### src/rtl/mvu_pkg.sv
// Shared types and helpers for the MVU processing-element fold controller.
package mvu_pkg;

    typedef enum logic {
        ST_FILL   = 1'b0,
        ST_REPLAY = 1'b1
    } fold_state_e;

    // The binary multiplier needs at least one operand to be a single bit.
    localparam int unsigned BIN_WIDTH = 1;

    function automatic bit binary_ok(input int unsigned tsrci, input int unsigned tw);
        return (tsrci == BIN_WIDTH) || (tw == BIN_WIDTH);
    endfunction

    function automatic int unsigned clog2_min1(input int unsigned n);
        return (n <= 2) ? 1 : $clog2(n);
    endfunction

endpackage

### src/rtl/mvu_pe_simd_lane_sum.sv
// Combinational SIMD-lane binary products summed into one TDstI-wide beat sum.
module mvu_pe_simd_lane_sum #(
    parameter int unsigned SIMD  = 4,
    parameter int unsigned TSrcI = 1,
    parameter int unsigned TW    = 4,
    parameter int unsigned TDstI = 16
) (
    input  logic [SIMD*TSrcI-1:0] i_act,
    input  logic [SIMD*TW-1:0]    i_wgt,
    output logic [TDstI-1:0]      o_sum
);

    logic [TDstI-1:0] w_prod [SIMD];

    for (genvar i = 0; i < SIMD; i++) begin : g_lane
        logic [TDstI-1:0] w_op;
        logic             w_pos;
        // The single-bit operand selects +/- of the other, zero-extended, operand.
        if (TW == 1) begin : g_wgt_bin
            assign w_op  = TDstI'(i_act[i*TSrcI +: TSrcI]);
            assign w_pos = i_wgt[i*TW];
        end else begin : g_act_bin
            assign w_op  = TDstI'(i_wgt[i*TW +: TW]);
            assign w_pos = i_act[i*TSrcI];
        end
        assign w_prod[i] = w_pos ? w_op : -w_op;
    end

    always_comb begin
        o_sum = '0;
        for (int i = 0; i < SIMD; i++) begin
            o_sum = o_sum + w_prod[i];
        end
    end

endmodule

### src/rtl/mvu_pe_fold_ctrl.sv
// MVU PE fold controller: buffers one SF-beat activation vector and replays it
// NF times, emitting one accumulated dot product per neuron fold.
module mvu_pe_fold_ctrl
    import mvu_pkg::*;
#(
    parameter int unsigned SIMD  = 4,
    parameter int unsigned TSrcI = 1,
    parameter int unsigned TW    = 4,
    parameter int unsigned TDstI = 16,
    parameter int unsigned SF    = 2,
    parameter int unsigned NF    = 2
) (
    input  logic                             aclk,
    input  logic                             aresetn,
    input  logic                             in_valid,
    output logic                             in_ready,
    input  logic [SIMD*TSrcI-1:0]            in_data,
    output logic [clog2_min1(SF*NF)-1:0]     wmem_addr,
    input  logic [SIMD*TW-1:0]               wmem_data,
    output logic                             out_valid,
    input  logic                             out_ready,
    output logic [TDstI-1:0]                 out_data
);

    localparam int unsigned AW  = clog2_min1(SF*NF);
    localparam int unsigned SFW = clog2_min1(SF);
    localparam int unsigned NFW = clog2_min1(NF);
    localparam int unsigned DW  = SIMD*TSrcI;

    if (!binary_ok(TSrcI, TW)) begin : g_bad_cfg
        $error("mvu_pe_fold_ctrl: TSrcI or TW must be 1");
    end

    fold_state_e      r_state;
    logic [SFW-1:0]   r_sf;
    logic [NFW-1:0]   r_nf;
    logic [TDstI-1:0] r_acc;
    logic             r_out_valid;
    logic [TDstI-1:0] r_out_data;
    logic [DW-1:0]    r_buf [SF];

    logic             w_fill;
    logic             w_last_sf;
    logic             w_last_nf;
    logic             w_stall;
    logic             w_adv;
    logic [DW-1:0]    w_beat;
    logic [TDstI-1:0] w_beat_sum;
    logic [TDstI-1:0] w_acc_next;

    assign w_fill     = (r_state == ST_FILL);
    assign w_last_sf  = (r_sf == SFW'(SF - 1));
    assign w_last_nf  = (r_nf == NFW'(NF - 1));
    // Only the fold-closing beat must wait for a free output register.
    assign w_stall    = w_last_sf && r_out_valid && !out_ready;
    assign w_adv      = (w_fill ? in_valid : 1'b1) && !w_stall;
    assign w_beat     = w_fill ? in_data : r_buf[r_sf];
    assign w_acc_next = r_acc + w_beat_sum;

    assign in_ready   = w_fill && !w_stall;
    assign wmem_addr  = AW'(r_nf) * AW'(SF) + AW'(r_sf);
    assign out_valid  = r_out_valid;
    assign out_data   = r_out_data;

    mvu_pe_simd_lane_sum #(
        .SIMD  (SIMD),
        .TSrcI (TSrcI),
        .TW    (TW),
        .TDstI (TDstI)
    ) u_lane_sum (
        .i_act (w_beat),
        .i_wgt (wmem_data),
        .o_sum (w_beat_sum)
    );

    // Activation buffer holds no control state, so it needs no reset.
    always_ff @(posedge aclk) begin
        if (w_fill && w_adv) begin
            r_buf[r_sf] <= in_data;
        end
    end

    always_ff @(posedge aclk or negedge aresetn) begin
        if (!aresetn) begin
            r_state     <= ST_FILL;
            r_sf        <= '0;
            r_nf        <= '0;
            r_acc       <= '0;
            r_out_valid <= 1'b0;
            r_out_data  <= '0;
        end else begin
            if (r_out_valid && out_ready) begin
                r_out_valid <= 1'b0;
            end
            if (w_adv) begin
                if (!w_last_sf) begin
                    r_acc <= w_acc_next;
                    r_sf  <= r_sf + SFW'(1);
                end else begin
                    r_out_data  <= w_acc_next;
                    r_out_valid <= 1'b1;
                    r_acc       <= '0;
                    r_sf        <= '0;
                    if (w_last_nf) begin
                        r_nf    <= '0;
                        r_state <= ST_FILL;
                    end else begin
                        r_nf    <= r_nf + NFW'(1);
                        r_state <= ST_REPLAY;
                    end
                end
            end
        end
    end

endmodule
### config.mk
export PLATFORM = sky130hd
export DESIGN_NAME = mvu_pe_fold_ctrl
export DESIGN_NICKNAME = d
export VERILOG_FILES = /design/src/rtl/mvu_pkg.sv /design/src/rtl/mvu_pe_simd_lane_sum.sv /design/src/rtl/mvu_pe_fold_ctrl.sv
export SDC_FILE = /design/constraint.sdc
export NUM_CORES = 1
export LEC_CHECK = 0
export CAP_MARGIN = 20
export CELL_PAD_IN_SITES_DETAIL_PLACEMENT = 1
export CELL_PAD_IN_SITES_GLOBAL_PLACEMENT = 1
export CORE_MARGIN = 3
export CORE_UTILIZATION = 48
export CTS_CLUSTER_SIZE = 12
export DETAILED_ROUTE_END_ITERATION = 16
export GPL_TIMING_DRIVEN = 0
export PLACE_DENSITY = 0.88
export SYNTH_ARGS = -nofsm -noshare
export SYNTH_HDL_FRONTEND = slang
export SYNTH_SLANG_ARGS = --single-unit
### constraint.sdc
create_clock -name aclk -period 8.4 [get_ports aclk]
set_clock_uncertainty 0.2 [all_clocks]
set_input_delay 1.68 -clock aclk [delete_from_list [all_inputs] [get_ports aclk]]
set_output_delay 1.68 -clock aclk [all_outputs]
set_load 0.02 [all_outputs]
==> results of run 1 <==
[per-layer routing]
metal  up-vias  GRT usage (%)
li1       1477              -
met4         0          9.798
met1      1617          32.93
met3        31          4.357
met2        95          42.59
met5         -              0
[sequential cells by signal, summed over array words and instances (netlist names)]
signal,cells
r_sf,1
out_data,16
r_state,1
out_valid,1
r_acc,16
r_buf,8
[layout make-up]
class / count / area [µm²]
multi-input combinational: 278 / 2532
buffer: 10 / 55.05
sequential: 43 / 1116
inverter: 91 / 341.6
clock inverter: 1 / 5.005
fill: 935 / 3268
clock buffer: 7 / 86.33
timing repair buffer: 45 / 435.4
tap: 102 / 127.6
[cell usage in the layout, fill, tap and decap left out, types with 6 or more instances in the layout]
| master | Yosys | final |
|---|---|---|
| a21o_1 | 10 | 10 |
| a21oi_1 | 19 | 19 |
| a22o_1 | 12 | 12 |
| clkbuf_8 | 0 | 6 |
| clkdlybuf4s50_1 | 0 | 42 |
| dfrtp_1 | 35 | 35 |
| edfxtp_1 | 8 | 8 |
| fa_1 | 41 | 41 |
| ha_1 | 27 | 27 |
| inv_1 | 90 | 90 |
| mux2_2 | 9 | 9 |
| mux2i_1 | 7 | 7 |
| nand2_1 | 27 | 27 |
| nand2b_1 | 6 | 6 |
| nand3_1 | 6 | 6 |
| nor2_1 | 24 | 24 |
| nor3_1 | 11 | 11 |
| o21ai_0 | 15 | 14 |
| xnor2_1 | 14 | 14 |
| xor2_1 | 8 | 8 |
[cells by family (layout without fill, tap and decap cells)]
kind of cell	count (synthesis)	in the layout	synth area share, %
flip-flops	43	43	27.59
AO/OA/AOI/OAI	79	79	13.36
buffers and inverters	101	154	9.805
adder cells (fa/ha/maj)	68	68	28.64
multiplexers	17	17	4.609
XOR/XNOR	23	23	5.320
AND/OR/NAND/NOR	91	91	10.67
[worst paths after layout]
kind | slack [ps] | end | depth (start not counted) | from
setup / recovery | 1540 | out_data[13] | 18 | wmem_data[12]
hold / removal | 280 | r_acc[10] | 2 | r_acc[10]
setup reg to reg | 2560 | r_acc[14] | 17 | r_state
hold reg to reg | 280 | r_acc[10] | 2 | r_acc[10]
max in group asynchronous | 6190 | r_acc[2] | 1 | aresetn
min in group asynchronous | 1270 | r_acc[12] | 1 | aresetn
[per-stage QoR]
step	utilization, %	instance area [µm²]	hold slack, ps	worst slack [ps]	instances
2_1_floorplan	-	4045	248.5	2342	422
3_3_place_gp	57.77	4603	259.5	993.2	567
3_5_place_dp	57.84	4608	267.0	1373	569
4_1_cts	58.98	4700	287.2	1618	577
5_1_grt	58.98	4700	324.5	1336	577
6_report	58.98	4700	282.9	1542	577
[worst max-delay path, cell delays in order]
cell,delay [ps]
clkdlybuf4s50_1,550
inv_1,70
ha_1,300
nand2_1,100
o21ai_0,170
fa_1,540
inv_1,60
fa_1,500
fa_1,550
inv_1,50
ha_1,250
fa_1,440
a211oi_1,400
o21bai_1,230
a41oi_1,350
o21ai_0,170
xnor2_1,180
mux2_2,270
==> results.md, run 1 <==
- Fin. Hold Viols: 0
- Initial Util: a little over 50%
- Die Ht: approximately 100 µm
- Wire length on met3: 529 µm
- Vias in the first global route: around 3,700
- Root Buffer: clkbuf_8
- Outcome: completed
- Die Area: around 9600 µm²
- Endpoint class of the critical path: flop
- Hold_buf cts: 0
- Antenna viol nets, final: 0
- Fin crit period: 6858 ps
- Seq/Total Area, Yosys: approximately 28%
- Nets: ~570
- CTS tree: built
- DIE WIDTH: 97.80 µm
- Worst slew margin: about two fifths
- Final Max Slew Viols: 0
- FFs w/ async S/R, synth: 81.40%
- Number of I/O pins: between 40 and 50
- Initial DRC Count: 120
- Vias per inst: roughly 5.6
- Largest net degree at the start of global routing: 36
- Cts bufs inserted: 5
- Top cells by count, synth: inv_1 (90), fa_1 (41), dfrtp_1 (35)
- GRT Util Overall: 25.38%
- Synth top area share: between 20% and 30%
- IO Port Bufs: 43
- Worst EP arrival: slightly below 7000 ps
- RSZ-0062 raised after global routing: no
- Post-synth EDFFs: 8
- Syn Nets: around 510
- Proportion of layout cells with a drive suffix above 1: under 10%
- Syn_area_per_cell: 9.586 µm²
- Post_cts resized: 0
- Slew @ Worst Pin: approximately 890 ps
- Req. time, crit path: between 8000 and 9000 ps
- Top-count cell post-synth: inv_1
- Gpl congestion: roughly 0.87
- Critical Path Fanout Max: 3
- Wire per inst: around 20 µm
- Area contributors post-synth: dfrtp_1 (22%), fa_1 (20%), ha_1 (8.4%)
- Register bit total from synthesis: 43
- Global-route wire length before repair: about 19 mm
- Routed WL: around 12 mm
- Cells after synthesis: between 400 and 500
- Library cells used by synthesis: between 40 and 50
- CP startpoint kind: primary input
- WS Path Type: primary input to flop
- Fin crit share: about four fifths
- Area leader, netlist: dfrtp_1
- DR top layer: met4
- # diodes: 0
- Post-synthesis to final-layout area growth: 16.18%
- Total gr overflow: 0
- Core Region: between 7000 and 8000 µm²
- HPWL Detailed: between 9 and 10 mm
- DRC: 0
- Fmax: ~150 MHz
- CTS Sinks: 43
- Synthesized cell area: about 4000 µm²
- Worst skew pair latency: between 300 and 400 ps
- Met1 WL: 4.930 mm
- First-pass iteration count of the detailed router: 4
- Met2 WL post-DR: about 5.7 mm
- # setup viols final: 0
- Row count: 32
- Post-Route Setup TNS: 0 ps
- Initial antenna violation count: 0
- YS warnings: 0
- Worst Hold Class: flop to flop
- Clock Path Buffers: 2
- Synth Flop Type: dfrtp_1
- Number of setup buffers added after CTS: 0
- Number of H-tree levels: 2
- Via count: 3,220
- Clock-pin transition on the worst setup and hold timing paths: 90 ps
- Max-cap violations: 0
Power of run 1 is not shown: default switching activity piles up to over one toggle a cycle in this logic, so the estimate is an artifact.
==> inputs of run 2 (changes only) <==
--- a/config.mk
+++ b/config.mk
@@ -9,11 +9,11 @@
 export CELL_PAD_IN_SITES_DETAIL_PLACEMENT = 1
 export CELL_PAD_IN_SITES_GLOBAL_PLACEMENT = 1
 export CORE_MARGIN = 3
-export CORE_UTILIZATION = 48
+export CORE_UTILIZATION = 45
 export CTS_CLUSTER_SIZE = 12
 export DETAILED_ROUTE_END_ITERATION = 16
 export GPL_TIMING_DRIVEN = 0
-export PLACE_DENSITY = 0.88
+export PLACE_DENSITY = 0.84
 export SYNTH_ARGS = -nofsm -noshare
 export SYNTH_HDL_FRONTEND = slang
 export SYNTH_SLANG_ARGS = --single-unit
==> constraint.sdc (replaced) <==
create_clock -name aclk -period 7.1 [get_ports aclk]
set_clock_uncertainty 0.2 [all_clocks]
set_input_delay 1.42 -clock aclk [delete_from_list [all_inputs] [get_ports aclk]]
set_output_delay 1.42 -clock aclk [all_outputs]
set_load 0.02 [all_outputs]
==> run 2 against run 1 <==
Against the previous run: final cell count rose by 0.69%; routed wire length fell by 4.5%; hold slack improved by 2.6 ps; utilization fell by 3.3 points; first-iteration DRC count rose by 7.5%.
==> results.md, run 2 (synthesis results as in run 1) <==
- Outcome: completed (unchanged)
- Core Region: 8464 µm² (was 7968 µm²)
- Largest net degree at the start of global routing: 36 (unchanged)
- M3 GR Usage: 3.045% (was 4.357%)
- Initial DRC Count: 129 (was 120)
- Req. time, crit path: 7140 ps (was 8400 ps)
- Wire per inst: 18.96 µm (was 20.00 µm)
- Fin crit share: 92.12%
- Fin crit period: approximately 6500 ps
- Worst skew pair latency: 300 ps (was 310 ps)
- Post_cts resized: 0 (unchanged)
- Hold_buf cts: 0 (unchanged)
- CTS Sinks: 43 (unchanged)
- Worst slew margin: 44.73% (was 40.20%)
- Routed WL: 11.02 mm (was 11.54 mm)
- Setup slack, reg-to-reg: 1170 ps (was 2560 ps)
- Clock-pin transition on the worst setup and hold timing paths: 80 ps (was 90 ps)
- Via count: 3,195 (was 3,220)
- Global-route wire length before repair: 18.49 mm (was 18.84 mm)
- # diodes: 0 (unchanged)
- # setup viols final: 0 (unchanged)
- Most common cell after layout, fill and taps aside: inv_1 (unchanged)
- Nets: 567 (was 566)
- Number of setup buffers added after CTS: 0 (unchanged)
- CP startpoint kind: primary input (unchanged)
- Vias per inst: 5.499 (was 5.581)
- GRT Max-Usage Layer: met2 (unchanged)
- Initial Util: 47.79% (was 50.77%)
- Fmax: roughly 150 MHz
- Fin. Hold Viols: 0 (unchanged)
- Initial antenna violation count: 0 (unchanged)
- DIE WIDTH: 100.8 µm (was 97.80 µm)
- WS Path Type: primary input to flop (unchanged)
- Row count: 33 (was 32)
- Cts bufs inserted: 5 (unchanged)
- Max-cap violations: 0 (unchanged)
- CTS tree: built (unchanged)
- Vias in the first global route: 3,674 (was 3,652)
- M1 GR Usage: 30.60% (was 32.93%)
- Fillers: 977 (was 935)
- Die Ht: 100.8 µm (was 97.80 µm)
- Root Buffer: clkbuf_8 (unchanged)
- RSZ-0062 raised after global routing: no (unchanged)
- Hold Slack: 285.5 ps (was 282.9 ps)
- Worst EP arrival: 6580 ps (was 6860 ps)
- Slew @ Worst Pin: 829.1 ps (was 891.1 ps)
- Gpl congestion: 0.8555 (was 0.8677)
- Final Max Slew Viols: 0 (unchanged)
- DRC: 0 (unchanged)
- IO Port Bufs: 43 (unchanged)
- Number of H-tree levels: 2 (unchanged)
- Number of I/O pins: 44 (unchanged)
- Highest-count cells in the layout ignoring fill and taps: inv_1 (90), clkdlybuf4s50_1 (42), fa_1 (41) (unchanged)
- Total gr overflow: 0 (unchanged)
- Worst Hold Class: flop to flop (unchanged)
- Met2 Use GR: 41.32% (was 42.59%)
- HPWL Detailed: 9.036 mm (was 9.184 mm)
- Proportion of layout cells with a drive suffix above 1: 7.143% (was 6.947%)
- First-pass iteration count of the detailed router: 4 (unchanged)
- GRT Util Overall: 23.59% (was 25.38%)
- Die Area: 10,160 µm² (was 9565 µm²)
- Endpoint class of the critical path: flop (unchanged)
- Post-synthesis to final-layout area growth: 16.52% (was 16.18%)
- Post-Route Setup TNS: 0 ps (unchanged)
- Critical Path Fanout Max: 6 (was 3)
- Antenna viol nets, final: 0 (unchanged)
- Clock Path Buffers: 2 (unchanged)
[run 2: routing by layer]
metal	part of all wire, %	wire length, µm
met1	44	4807
met2	51	5654
met3	3.5	383
met4	1.6	174
met5	0	0
[run 2: final timing paths]
kind | from | end | cells past startpoint
setup / recovery | wmem_data[12] | r_acc[14] | 18
hold / removal | r_acc[10] | r_acc[10] | 2
setup reg to reg | r_state | out_data[13] | 19
hold reg to reg | r_acc[10] | r_acc[10] | 2
max in group asynchronous | aresetn | out_valid | 1
min in group asynchronous | aresetn | out_data[10] | 1
[run 2: worst max-delay path: stages]
cell and delay, ps:
clkdlybuf4s50_1 560, nor3_1 110, ha_1 220, nor3_1 190, a31o_2 210, inv_1 70, fa_1 520, inv_1 70
fa_1 500, inv_1 50, fa_1 510, inv_1 50, ha_1 220, or3_1 440, a211oi_1 550, nor3_1 240
or4_1 540, nand3_1 90
[run 2: final cells by class]
type	instances	area, µm²	area share (%)
Sequential cell	43	1116	23.68
Tap cell	105	131.4	2.787
Clock buffer	6	82.58	1.752
Multi-Input combinational cell	278	2532	53.73
Buffer	10	55.05	1.168
Clock inverter	2	11.26	0.2389
Timing Repair Buffer	46	442.9	9.397
Inverter	91	341.6	7.247
[run 2: metrics by stage]
step / instance area [µm²] / cells / util, % / setup slack, ps
2_1_floorplan: 4045 / 422 / - / 1302
3_3_place_gp: 4607 / 570 / 54.43 / -32.76
3_5_place_dp: 4619 / 573 / 54.57 / 274.6
4_1_cts: 4713 / 581 / 55.68 / 580.0
5_1_grt: 4713 / 581 / 55.68 / 318.9
6_report: 4713 / 581 / 55.68 / 559.7
Power of run 2 is left out for the same reason.
==> inputs of run 3 (changes only) <==
--- a/config.mk
+++ b/config.mk
@@ -8,7 +8,6 @@
 export CAP_MARGIN = 20
 export CELL_PAD_IN_SITES_DETAIL_PLACEMENT = 1
 export CELL_PAD_IN_SITES_GLOBAL_PLACEMENT = 1
-export CORE_MARGIN = 3
 export CORE_UTILIZATION = 45
 export CTS_CLUSTER_SIZE = 12
 export DETAILED_ROUTE_END_ITERATION = 16
==> run 3 against run 2 <==
Against the previous run: global-route usage is 2.4 points higher; via count is 0.59% higher; largest cell class unchanged; routed wire length is 2.4% higher; die area is 7.8% lower; critical path depth stayed put; count of clock-buffer cells in the layout is 1 lower.
==> results.md, run 3 (synthesis results as in run 1) <==
- CP startpoint kind: primary input (unchanged)
- Antenna viol nets, final: 0 (unchanged)
- Initial DRC Count: 105 (was 129)
- GRT Max-Usage Layer: met2 (unchanged)
- Fin crit period: 6566 ps (was 6540 ps)
- Area post-placement: 4621 µm² (was 4619 µm²)
- DRC: 0 (unchanged)
- Initial Util: 46.38% (was 47.79%)
- Initial antenna violation count: 0 (unchanged)
- Number of setup buffers added after CTS: 0 (unchanged)
- Highest-count cells in the layout ignoring fill and taps: inv_1 (90), clkdlybuf4s50_1 (42), fa_1 (41) (unchanged)
- Root Buffer: clkbuf_8 (unchanged)
- Number of H-tree levels: 2 (unchanged)
- WS Path Type: primary input to flop (unchanged)
- # diodes: 0 (unchanged)
- Worst Hold Class: flop to flop (unchanged)
- Core Region: 8721 µm² (was 8464 µm²)
- Reg area: 1116 µm² (unchanged)
- Post-synthesis to final-layout area growth: 16.98% (was 16.52%)
- Fillers: 1,003 (was 977)
- Crit path max-delay family: adder cells (unchanged)
- M3 GR Usage: 3.829% (was 3.045%)
- Worst EP arrival: 6580 ps (about the same)
- Hold_buf cts: 0 (unchanged)
- Post_cts resized: 0 (unchanged)
- Met2 Use GR: 46.59% (was 41.32%)
- Total gr overflow: 0 (unchanged)
- Proportion of layout cells with a drive suffix above 1: 7.143% (unchanged)
- Gpl congestion: 0.8526 (was 0.8555)
- M1 GR Usage: 32.94% (was 30.60%)
- Global-route wire length before repair: 18.82 mm (was 18.49 mm)
- DIE WIDTH: 96.81 µm (was 100.8 µm)
- Vias in the first global route: 3,643 (was 3,674)
- Most common cell after layout, fill and taps aside: inv_1 (unchanged)
- Post-Route Setup TNS: 0 ps (unchanged)
- Worst skew pair latency: 310 ps (was 300 ps)
- GRT Util Overall: 25.94% (was 23.59%)
- Max-cap violations: 0 (unchanged)
- Placed Instances: 576 (was 573)
- Clock-pin transition on the worst setup and hold timing paths: 100 ps (was 80 ps)
- Slowest stage delay, CP: 560 ps (about the same)
- Final Max Slew Viols: 0 (unchanged)
- Worst path buffer plus inverter count: 4 (was 5)
- RSZ-0062 raised after global routing: no (unchanged)
- Largest net degree at the start of global routing: 36 (unchanged)
- Vias per inst: 5.503 (was 5.499)
- Cts bufs inserted: 5 (unchanged)
- Slew @ Worst Pin: 839.0 ps (was 829.1 ps)
- Fin crit share: 92.48% (was 92.12%)
- Most frequent CP cell: fa_1 (was inv_1)
- Nets: 567 (unchanged)
- Wire per inst: 19.32 µm (was 18.96 µm)
- Via count: 3,214 (was 3,195)
- Worst slew margin: 44.06% (was 44.73%)
- Outcome: completed (unchanged)
- Fin. Hold Viols: 0 (unchanged)
- CTS tree: built (unchanged)
- IO Port Bufs: 43 (unchanged)
- Die Area: 9372 µm² (was 10,160 µm²)
- CTS Sinks: 43 (unchanged)
- Finished Cell Area: 4732 µm² (was 4713 µm²)
- Critical-path cell list: clkdlybuf4s50_1, inv_1, ha_1, nand2_1, o21ai_0, fa_1, inv_1, fa_1, fa_1, inv_1, ha_1, fa_1, a211oi_1, o21bai_1, a41oi_1, o21ai_0, xnor2_1, mux2_2 (was clkdlybuf4s50_1, nor3_1, ha_1, nor3_1, a31o_2, inv_1, fa_1, inv_1, fa_1, inv_1, fa_1, inv_1, ha_1, or3_1, a211oi_1, nor3_1, or4_1, nand3_1)
- Row count: 34 (was 33)
- Fmax: 152.3 MHz (was 152.9 MHz)
- Critical Path Fanout Max: 3 (was 6)
- Slowest cell on crit path: clkdlybuf4s50_1 (unchanged)
- Area of the multi-input gates: 2532 µm² (unchanged)
- Endpoint class of the critical path: flop (unchanged)
- Number of I/O pins: 44 (unchanged)
- HPWL Detailed: 9.173 mm (was 9.036 mm)
- Routed WL: 11.28 mm (was 11.02 mm)
- Non-filler cells, final: 584 (was 581)
- # setup viols final: 0 (unchanged)
- First-pass iteration count of the detailed router: 4 (unchanged)
- Die Ht: 96.81 µm (was 100.8 µm)
- Clock Path Buffers: 2 (unchanged)
- Req. time, crit path: 7110 ps (was 7140 ps)
==> run 3: cell types whose count changed in the layout (fill, tap and decap cells not counted), sizes merged <==
cell | previous run | this run
clkinvlp | 1 | 0
inv | 91 | 92
bufinv | 0 | 1
clkbuf | 10 | 9
==> run 3: cell type report <==
| type | instances | share of cell area, % |
|---|---|---|
| multi-input combinational | 278 | 53.52 |
| sequential | 43 | 23.59 |
| timing repair buffer | 46 | 9.307 |
| inverter | 91 | 7.218 |
| tap | 108 | 2.856 |
| clock buffer | 5 | 1.454 |
| buffer | 10 | 1.163 |
| clock inverter | 3 | 0.8990 |
==> run 3: per-layer routing <==
| metal | share of wire, % | wire, µm |
|---|---|---|
| met1 | 42 | 4780 |
| met2 | 51 | 5803 |
| met3 | 4.3 | 482 |
| met4 | 1.9 | 214 |
| met5 | 0 | 0 |
==> run 3: worst paths after layout <==
path	slack, ps	start	cells past startpoint	to
setup / recovery	530	wmem_data[12]	18	out_data[13]
hold / removal	290	out_data[1]	2	out_data[1]
setup reg to reg	1150	r_state	19	out_data[13]
hold reg to reg	290	out_data[1]	2	out_data[1]
max in group asynchronous	5160	aresetn	1	r_acc[3]
min in group asynchronous	1000	aresetn	1	out_data[14]
==> run 3: per-stage QoR <==
| step | setup slack [ps] | hold slack [ps] | util [%] |
|---|---|---|---|
| 2_1_floorplan | 1302 | 248.5 | - |
| 3_3_place_gp | -61.23 | 266.4 | 52.87 |
| 3_5_place_dp | 282.2 | 274.1 | 52.98 |
| 4_1_cts | 543.3 | 293.9 | 54.26 |
| 5_1_grt | 233.9 | 319.1 | 54.26 |
| 6_report | 533.8 | 289.0 | 54.26 |
==> run 3: worst min-delay path: stages (launching register included) <==
cell	delay [ps]
dfrtp_1	350
nand2_1	50
nand2_1	50
Power of run 3 is left out for the same reason.
